===== src/rtl/pe_weight_load_ctrl_if.sv =====
// Signal bundle between the weight-load sequencer and its surroundings.
// master: the sequencer itself; slave: upstream source, weight buffer and PE side.
interface pe_weight_load_ctrl_if;
   logic        start;
   logic        src_vld;
   logic [31:0] src_data;
   logic        src_rdy;
   logic        act_ready;
   logic        wr_sop;
   logic        wr_eop;
   logic        wr_vld;
   logic [31:0] wr_data;
   logic        rd_sop;
   logic        busy;
   logic        done;
   logic        err;

   modport master (
      input  start, src_vld, src_data, act_ready,
      output src_rdy, wr_sop, wr_eop, wr_vld, wr_data, rd_sop, busy, done, err
   );

   modport slave (
      output start, src_vld, src_data, act_ready,
      input  src_rdy, wr_sop, wr_eop, wr_vld, wr_data, rd_sop, busy, done, err
   );
endinterface


===== src/rtl/pe_weight_load_ctrl.sv =====
// Weight-load sequencer: frames NUM_BEATS upstream beats into one write burst,
// waits for act_ready, fires rd_sop and times the compute window. Optional load
// timeout is compiled in with PE_WLOAD_TIMEOUT_EN.
module pe_weight_load_ctrl #(
   parameter int NUM_BEATS = 36,
   parameter int BEAT_W    = 6,
   parameter int RD_CYCLES = 16
`ifdef PE_WLOAD_TIMEOUT_EN
   ,
   parameter int TIMEOUT   = 255
`endif
) (
   input  logic                  clk,
   input  logic                  rst,
   pe_weight_load_ctrl_if.master bus
);

   localparam int WIN_W = $clog2(RD_CYCLES + 1);

   typedef enum logic [2:0] {
      S_IDLE,
      S_LOAD,
      S_WAIT_ACT,
      S_COMPUTE,
      S_DONE
   } state_t;

   state_t             state, state_nxt;
   logic [BEAT_W-1:0]  beat_cnt;
   logic [WIN_W-1:0]   win_cnt;
   logic               accept;
   logic               last_beat;
   logic               win_last;
   logic               timeout;
   logic               wr_vld_q, wr_sop_q, wr_eop_q, rd_sop_q;
   logic [31:0]        wr_data_q;

   assign accept    = bus.src_vld && (state == S_LOAD);
   assign last_beat = (beat_cnt == BEAT_W'(NUM_BEATS - 1));
   assign win_last  = (win_cnt == WIN_W'(RD_CYCLES - 1));

`ifdef PE_WLOAD_TIMEOUT_EN
   localparam int IDLE_W = $clog2(TIMEOUT + 1);
   logic [IDLE_W-1:0] idle_cnt;

   // Counts consecutive LOAD cycles without an accepted beat.
   always_ff @(posedge clk or posedge rst) begin
      if (rst)                             idle_cnt <= '0;
      else if (state != S_LOAD || accept)  idle_cnt <= '0;
      else                                 idle_cnt <= idle_cnt + IDLE_W'(1);
   end

   assign timeout = (state == S_LOAD) && !accept && (idle_cnt == IDLE_W'(TIMEOUT - 1));
`else
   assign timeout = 1'b0;
`endif

   always_ff @(posedge clk or posedge rst) begin
      if (rst) state <= S_IDLE;
      else     state <= state_nxt;
   end

   always_comb begin
      state_nxt = state;
      case (state)
         S_IDLE:     if (bus.start) state_nxt = S_LOAD;
         S_LOAD: begin
            if (accept && last_beat) state_nxt = S_WAIT_ACT;
            else if (timeout)        state_nxt = S_IDLE;
         end
         S_WAIT_ACT: if (bus.act_ready) state_nxt = S_COMPUTE;
         S_COMPUTE:  if (win_last) state_nxt = S_DONE;
         S_DONE:     state_nxt = S_IDLE;
         default:    state_nxt = S_IDLE;
      endcase
   end

   // Write path is one register stage behind the source handshake.
   always_ff @(posedge clk or posedge rst) begin
      if (rst) begin
         beat_cnt  <= '0;
         win_cnt   <= '0;
         wr_vld_q  <= 1'b0;
         wr_sop_q  <= 1'b0;
         wr_eop_q  <= 1'b0;
         wr_data_q <= '0;
         rd_sop_q  <= 1'b0;
      end else begin
         wr_vld_q <= accept;
         wr_sop_q <= accept && (beat_cnt == '0);
         wr_eop_q <= accept && last_beat;
         if (accept) wr_data_q <= bus.src_data;
         rd_sop_q <= (state == S_WAIT_ACT) && bus.act_ready;

         if (state == S_IDLE && bus.start) beat_cnt <= '0;
         else if (accept)                  beat_cnt <= beat_cnt + BEAT_W'(1);

         if (state == S_COMPUTE) win_cnt <= win_cnt + WIN_W'(1);
         else                    win_cnt <= '0;
      end
   end

   assign bus.src_rdy = (state == S_LOAD);
   assign bus.wr_vld  = wr_vld_q;
   assign bus.wr_sop  = wr_sop_q;
   assign bus.wr_eop  = wr_eop_q;
   assign bus.wr_data = wr_data_q;
   assign bus.rd_sop  = rd_sop_q;
   assign bus.busy    = (state != S_IDLE);
   assign bus.done    = (state == S_DONE);
   assign bus.err     = timeout;

endmodule


===== src/flat_wrapper.sv =====
// flat-port wrapper written by rule: the top's interface ports become plain ports
module pe_weight_load_ctrl_flat 
#(
   parameter int NUM_BEATS = 36,
   parameter int BEAT_W    = 6,
   parameter int RD_CYCLES = 16

)
  (clk, rst, bus_start, bus_src_vld, bus_src_data, bus_act_ready, bus_src_rdy, bus_wr_sop, bus_wr_eop, bus_wr_vld, bus_wr_data, bus_rd_sop, bus_busy, bus_done, bus_err);
  pe_weight_load_ctrl_if bus_i ();
  input  logic clk;
  input  logic rst;
  input wire logic [$bits(bus_i.start)-1:0] bus_start;
  input wire logic [$bits(bus_i.src_vld)-1:0] bus_src_vld;
  input wire logic [$bits(bus_i.src_data)-1:0] bus_src_data;
  input wire logic [$bits(bus_i.act_ready)-1:0] bus_act_ready;
  output wire logic [$bits(bus_i.src_rdy)-1:0] bus_src_rdy;
  output wire logic [$bits(bus_i.wr_sop)-1:0] bus_wr_sop;
  output wire logic [$bits(bus_i.wr_eop)-1:0] bus_wr_eop;
  output wire logic [$bits(bus_i.wr_vld)-1:0] bus_wr_vld;
  output wire logic [$bits(bus_i.wr_data)-1:0] bus_wr_data;
  output wire logic [$bits(bus_i.rd_sop)-1:0] bus_rd_sop;
  output wire logic [$bits(bus_i.busy)-1:0] bus_busy;
  output wire logic [$bits(bus_i.done)-1:0] bus_done;
  output wire logic [$bits(bus_i.err)-1:0] bus_err;
  assign bus_i.start = bus_start;
  assign bus_i.src_vld = bus_src_vld;
  assign bus_i.src_data = bus_src_data;
  assign bus_i.act_ready = bus_act_ready;
  assign bus_src_rdy = bus_i.src_rdy;
  assign bus_wr_sop = bus_i.wr_sop;
  assign bus_wr_eop = bus_i.wr_eop;
  assign bus_wr_vld = bus_i.wr_vld;
  assign bus_wr_data = bus_i.wr_data;
  assign bus_rd_sop = bus_i.rd_sop;
  assign bus_busy = bus_i.busy;
  assign bus_done = bus_i.done;
  assign bus_err = bus_i.err;
  pe_weight_load_ctrl #(.NUM_BEATS(NUM_BEATS), .BEAT_W(BEAT_W), .RD_CYCLES(RD_CYCLES)) u_core (.clk(clk), .rst(rst), .bus(bus_i));
endmodule

===== config.mk =====
export PLATFORM = sky130hd
export DESIGN_NAME = pe_weight_load_ctrl_flat
export DESIGN_NICKNAME = d
export VERILOG_FILES = /design/src/rtl/pe_weight_load_ctrl_if.sv /design/src/rtl/pe_weight_load_ctrl.sv /design/src/flat_wrapper.sv
export SDC_FILE = /design/constraint.sdc
export NUM_CORES = 1
export LEC_CHECK = 0
export CAP_MARGIN = 30
export CORE_MARGIN = 10
export CORE_UTILIZATION = 47
export DETAILED_ROUTE_END_ITERATION = 12
export GPL_ROUTABILITY_DRIVEN = 1
export HOLD_SLACK_MARGIN = 0.05
export PLACE_DENSITY = 0.84
export SYNTH_ARGS = -nofsm -noshare
export SYNTH_HDL_FRONTEND = slang
export SYNTH_SLANG_ARGS = --single-unit

===== constraint.sdc =====
create_clock -name clk -period 3 [get_ports clk]
set_input_delay 0.6 -clock clk [delete_from_list [all_inputs] [get_ports clk]]
set_output_delay 0.6 -clock clk [all_outputs]
set_load 0.01 [all_outputs]

# Word-level counts from Yosys, hierarchy flattened
# Index checks and enable logic that the tools add are counted.
# totals
regBits	50
in_bits	37
wordCells	38
# classes
addsub	2
n_eq_ne	10
muxes	8
n_reduce_logical	10
# ops
operator	n
$mux 3	4
$mux 6	2
$pmux 3 s4	1
$add 6x1->6 const B	1
$eq 3x2->1 const B	2
$eq 6x6->1 const B	1
$logic_not 6->1	1
$add 5x1->5 const B	1
$eq 5x4->1 const B	1
$logic_and 1x1->1	5
$mux 5	1
$ne 2x1->1 const B	2
$ne 2x2->1 const B	2
$reduce_and 4->1	1
$eq 3x1->1 const B	1
$eq 3x3->1 const B	1
$logic_not 3->1	1
$reduce_bool 3->1	1
$reduce_bool 2->1	1

# Logic depth before layout (Yosys ltp)
# depth
ltp_word	5
depth_mapped	6

# Worst setup path before layout
# No wires, ideal clock.
# synth_path
kind	flip-flop to output port
from	reg u_core.state[0]
to	out bus_busy
arrival_time_ps	978
setup_slack_ps	1422
path_stages_with_launch	3
path_buffers	1
cell_sequence	dfrtp_1 > clkbuf_1 > or3_1
# synth_via
elab_chain_len	1
# synth_lines
element	line_no	source
from (decl)	pe_weight_load_ctrl.sv:28	state_t state, state_nxt;
from (signal assigned)	pe_weight_load_ctrl.sv:60	else state <= state_nxt;
$reduce_bool 3->1	pe_weight_load_ctrl.sv:109	assign bus.busy = (state != S_IDLE);
to (decl)	flat_wrapper.sv:23	output wire logic [$bits(bus_i.busy)-1:0] bus_busy;
# Every way passes these cells.

# Final worst setup path
# layout_path
from	reg u_core.state[0]
to	out bus_src_rdy
# layout_via
elab_chain_len	1
# layout_lines
element	line_no	source
$eq 3x1->1	pe_weight_load_ctrl.sv:103	assign bus.src_rdy = (state == S_LOAD);
to (decl)	flat_wrapper.sv:17	output wire logic [$bits(bus_i.src_rdy)-1:0] bus_src_rdy;
# Every way passes these cells.

==> reports/qor.yml <==
io_buffers: 75
grtUsageTotal: 0.132
core-area_mm2: 0.00429
endpoint_kind: "primary output"
synthesis.area_mm2: 0.00206
cts_inserted_buffers: 5
root_buffer: "clkbuf_8"
final-max-slew-violation-count: 0
vdd_ir_drop_max_mv: 0.430
die_y_um: 86.2
die_w_um: 86.2
clk_path_buf_depth: 2
ys_seq_elements: 50
setup_slack_ps: 519
synthDistinctLibCells: 31
drt-met1-wl_um: 2050
antenna_cells: 0
io_pins: 77
wire_per_inst_um: 13.8
first_pass_iters: 4
syn_to_final_growth_pct: 42.0
dpl_worst_slack_ps: 723
layout-drive-gt1-share: 0.0407
fp.dieArea_mm2: 0.00743
grt_pass1_vias: 1766
crit_family: "buffers and inverters"
ant_nets: 0
criticalPathCategory: "register to primary output"
crit_fanout: 13
final.period_utilization: 0.827
grt_pass1_wl_um: 8010
cts_resized: 0
fill_cells: 331
fmax_mhz: 403
clkTransAtPathRegs_ps: 90
cts_tree: "built"
antenna_found_initial: 0
worstMarginPinSlew_ps: 602
leakagePower_nw: 1.41
path_cells: "or3b_4 -> inv_1 -> clkdlybuf4s50_1"
cp_num_buf_inv: 2
fin_setup_tns_ps: 0
placedCellCount: 340
cp-start-kind: "register"
synth-seq-area-share: 0.608
nets: 336
finalInstanceArea_mm2: 0.00292
cp_slowest_stage_delay_ps: 550
drt_iter0_markers: 138
drc_errors: 0
highest_layer: "met4"
grt_setup_unrepaired: "false"
skew_ps: 8.14
slowest_stage: "dfrtp_1"
clock_sinks: 50
power_density_mw_per_mm2: 899
finalHoldViolCount: 0
wl_met2_um: 2350
grt.overflow.total: 0
maxSlewHeadroom: 0.599
start_util: 0.480
maxCapViolations: 0
avgSynthCellArea_um2: 9.36
syn_nets: 261
required_ps: 2400
gp_congestion: 0.795
worstHoldPathType: "register to register"
viasPerCell: 4.77
hold_buffers: 0
routed_wirelength_um: 4790
finalCriticalPeriod_ps: 2480
setup_viol: 0
dpl-instance-area_mm2: 0.00285
wl_met3_um: 330
rows: 24
cts_max_level: 2
vias: 1654
instances_no_fill: 347
clk-insertion-delay-late_ps: 290
grt_max_degree: 51
status: "finished clean"
ys_warn_count: 0
crit_arrival_ps: 1880
synthesis.instances: 220
post_cts.repair.setup_buffers: 0
dp_hpwl_um: 3580
## stage by stage
stage	util	hold WS, ps	total power [W]
2_1_floorplan	-	433	0.00168
3_3_place_gp	0.663	449	0.00226
3_5_place_dp	0.663	457	0.00230
4_1_cts	0.681	468	0.00266
5_1_grt	0.681	486	0.00284
6_report	0.681	469	0.00263
## kinds of logic after synthesis
| kind of cell | share of synthesized area |
|---|---|
| and+or+nand+nor | 0.273 |
| DFF | 0.608 |
| buffers and inverters | 0.0389 |
| AOI/OAI and AO/OA | 0.0267 |
| adders and majority gates | 0.0243 |
| xor gates and xnor gates | 0.0128 |
| muxes | 0.0146 |
| other | 0.00182 |
## synth_stat cells
| master | number | share of area |
|---|---|---|
| and3b_1 | 1 | 0.0043 |
| buf_2 | 1 | 0.0024 |
| or3b_4 | 1 | 0.0055 |
| inv_1 | 7 | 0.013 |
| o21ai_0 | 2 | 0.0049 |
| clkinv_1 | 1 | 0.0018 |
| nand2_1 | 106 | 0.19 |
| nor3_1 | 4 | 0.0097 |
| buf_1 | 4 | 0.0073 |
| o221ai_1 | 1 | 0.0043 |
| nand3_1 | 2 | 0.0049 |
| dfrtp_1 | 50 | 0.61 |
| and3_1 | 3 | 0.0091 |
| nor2b_1 | 1 | 0.0030 |
| nand4bb_1 | 1 | 0.0055 |
| ha_1 | 4 | 0.024 |
| conb_1 | 1 | 0.0018 |
| or3_1 | 3 | 0.0091 |
| nor2_1 | 6 | 0.011 |
| or4b_2 | 2 | 0.0097 |
| buf_6 | 1 | 0.0055 |
| nor3b_1 | 1 | 0.0036 |
| mux2i_1 | 3 | 0.015 |
| o22a_1 | 1 | 0.0043 |
| xnor2_1 | 2 | 0.0085 |
| a21o_1 | 1 | 0.0036 |
| xor2_1 | 1 | 0.0043 |
| a21oi_1 | 4 | 0.0097 |
| clkbuf_1 | 3 | 0.0055 |
| or4b_1 | 1 | 0.0049 |
| buf_4 | 1 | 0.0036 |
## per-layer routing
layer,global-route usage,up-vias
li1,-,835
met1,0.147,767
met4,0.0530,0
met2,0.220,47
met5,0,-
met3,0.0516,5
## cell usage in the layout, fill, tap and decap left out, types with 2 or more instances in the layout
cell type and instances:
a21oi_1 4, and3_1 3, buf_4 3, clkbuf_1 2, clkbuf_8 5, clkdlybuf4s50_1 75, dfrtp_1 50, ha_1 4
inv_1 6, mux2i_1 3, nand2_1 106, nand3_1 2, nor2_1 6, nor3_1 4, o21ai_0 2, or3_1 3
or4b_2 2, xnor2_1 2
## power breakdown
| part | switching [W] | internal [W] | leakage [nW] |
|---|---|---|---|
| Combinational | 0.000559 | 0.000603 | 0.747 |
| Clock | 0.000202 | 0.000161 | 0.0383 |
| Sequential | 0.000180 | 0.000923 | 0.626 |
## final cells by class
class / count / area [um2] / area share
clock buffer: 7 / 76.3 / 0.0261
inverter: 8 / 30.0 / 0.0103
multi-input combinational: 152 / 728 / 0.249
sequential: 50 / 1250 / 0.428
tap: 52 / 65.1 / 0.0223
timing repair buffer: 78 / 773 / 0.264
## flip-flops by register name, summed over array words and instances, names as in the netlist
register	cells
u_core.bus.wr_vld	1
u_core.bus.wr_sop	1
u_core.beat_cnt	6
u_core.bus.wr_data	32
u_core.bus.wr_eop	1
u_core.state	3
u_core.bus.rd_sop	1
u_core.win_cnt	5
## path summary, 6_finish.rpt
path	cells after the start	endpoint	start	slack [ps]
max	3	bus_src_rdy	u_core.state[0]	520
min	1	u_core.win_cnt[0]	u_core.win_cnt[0]	470
max reg2reg	5	u_core.bus.wr_data[20]	u_core.state[0]	1220
min reg2reg	1	u_core.win_cnt[0]	u_core.win_cnt[0]	470
max in group asynchronous	3	u_core.bus.wr_data[11]	rst	1810
min in group asynchronous	3	u_core.bus.wr_data[8]	rst	790
(Power assumes the default switching activity.)
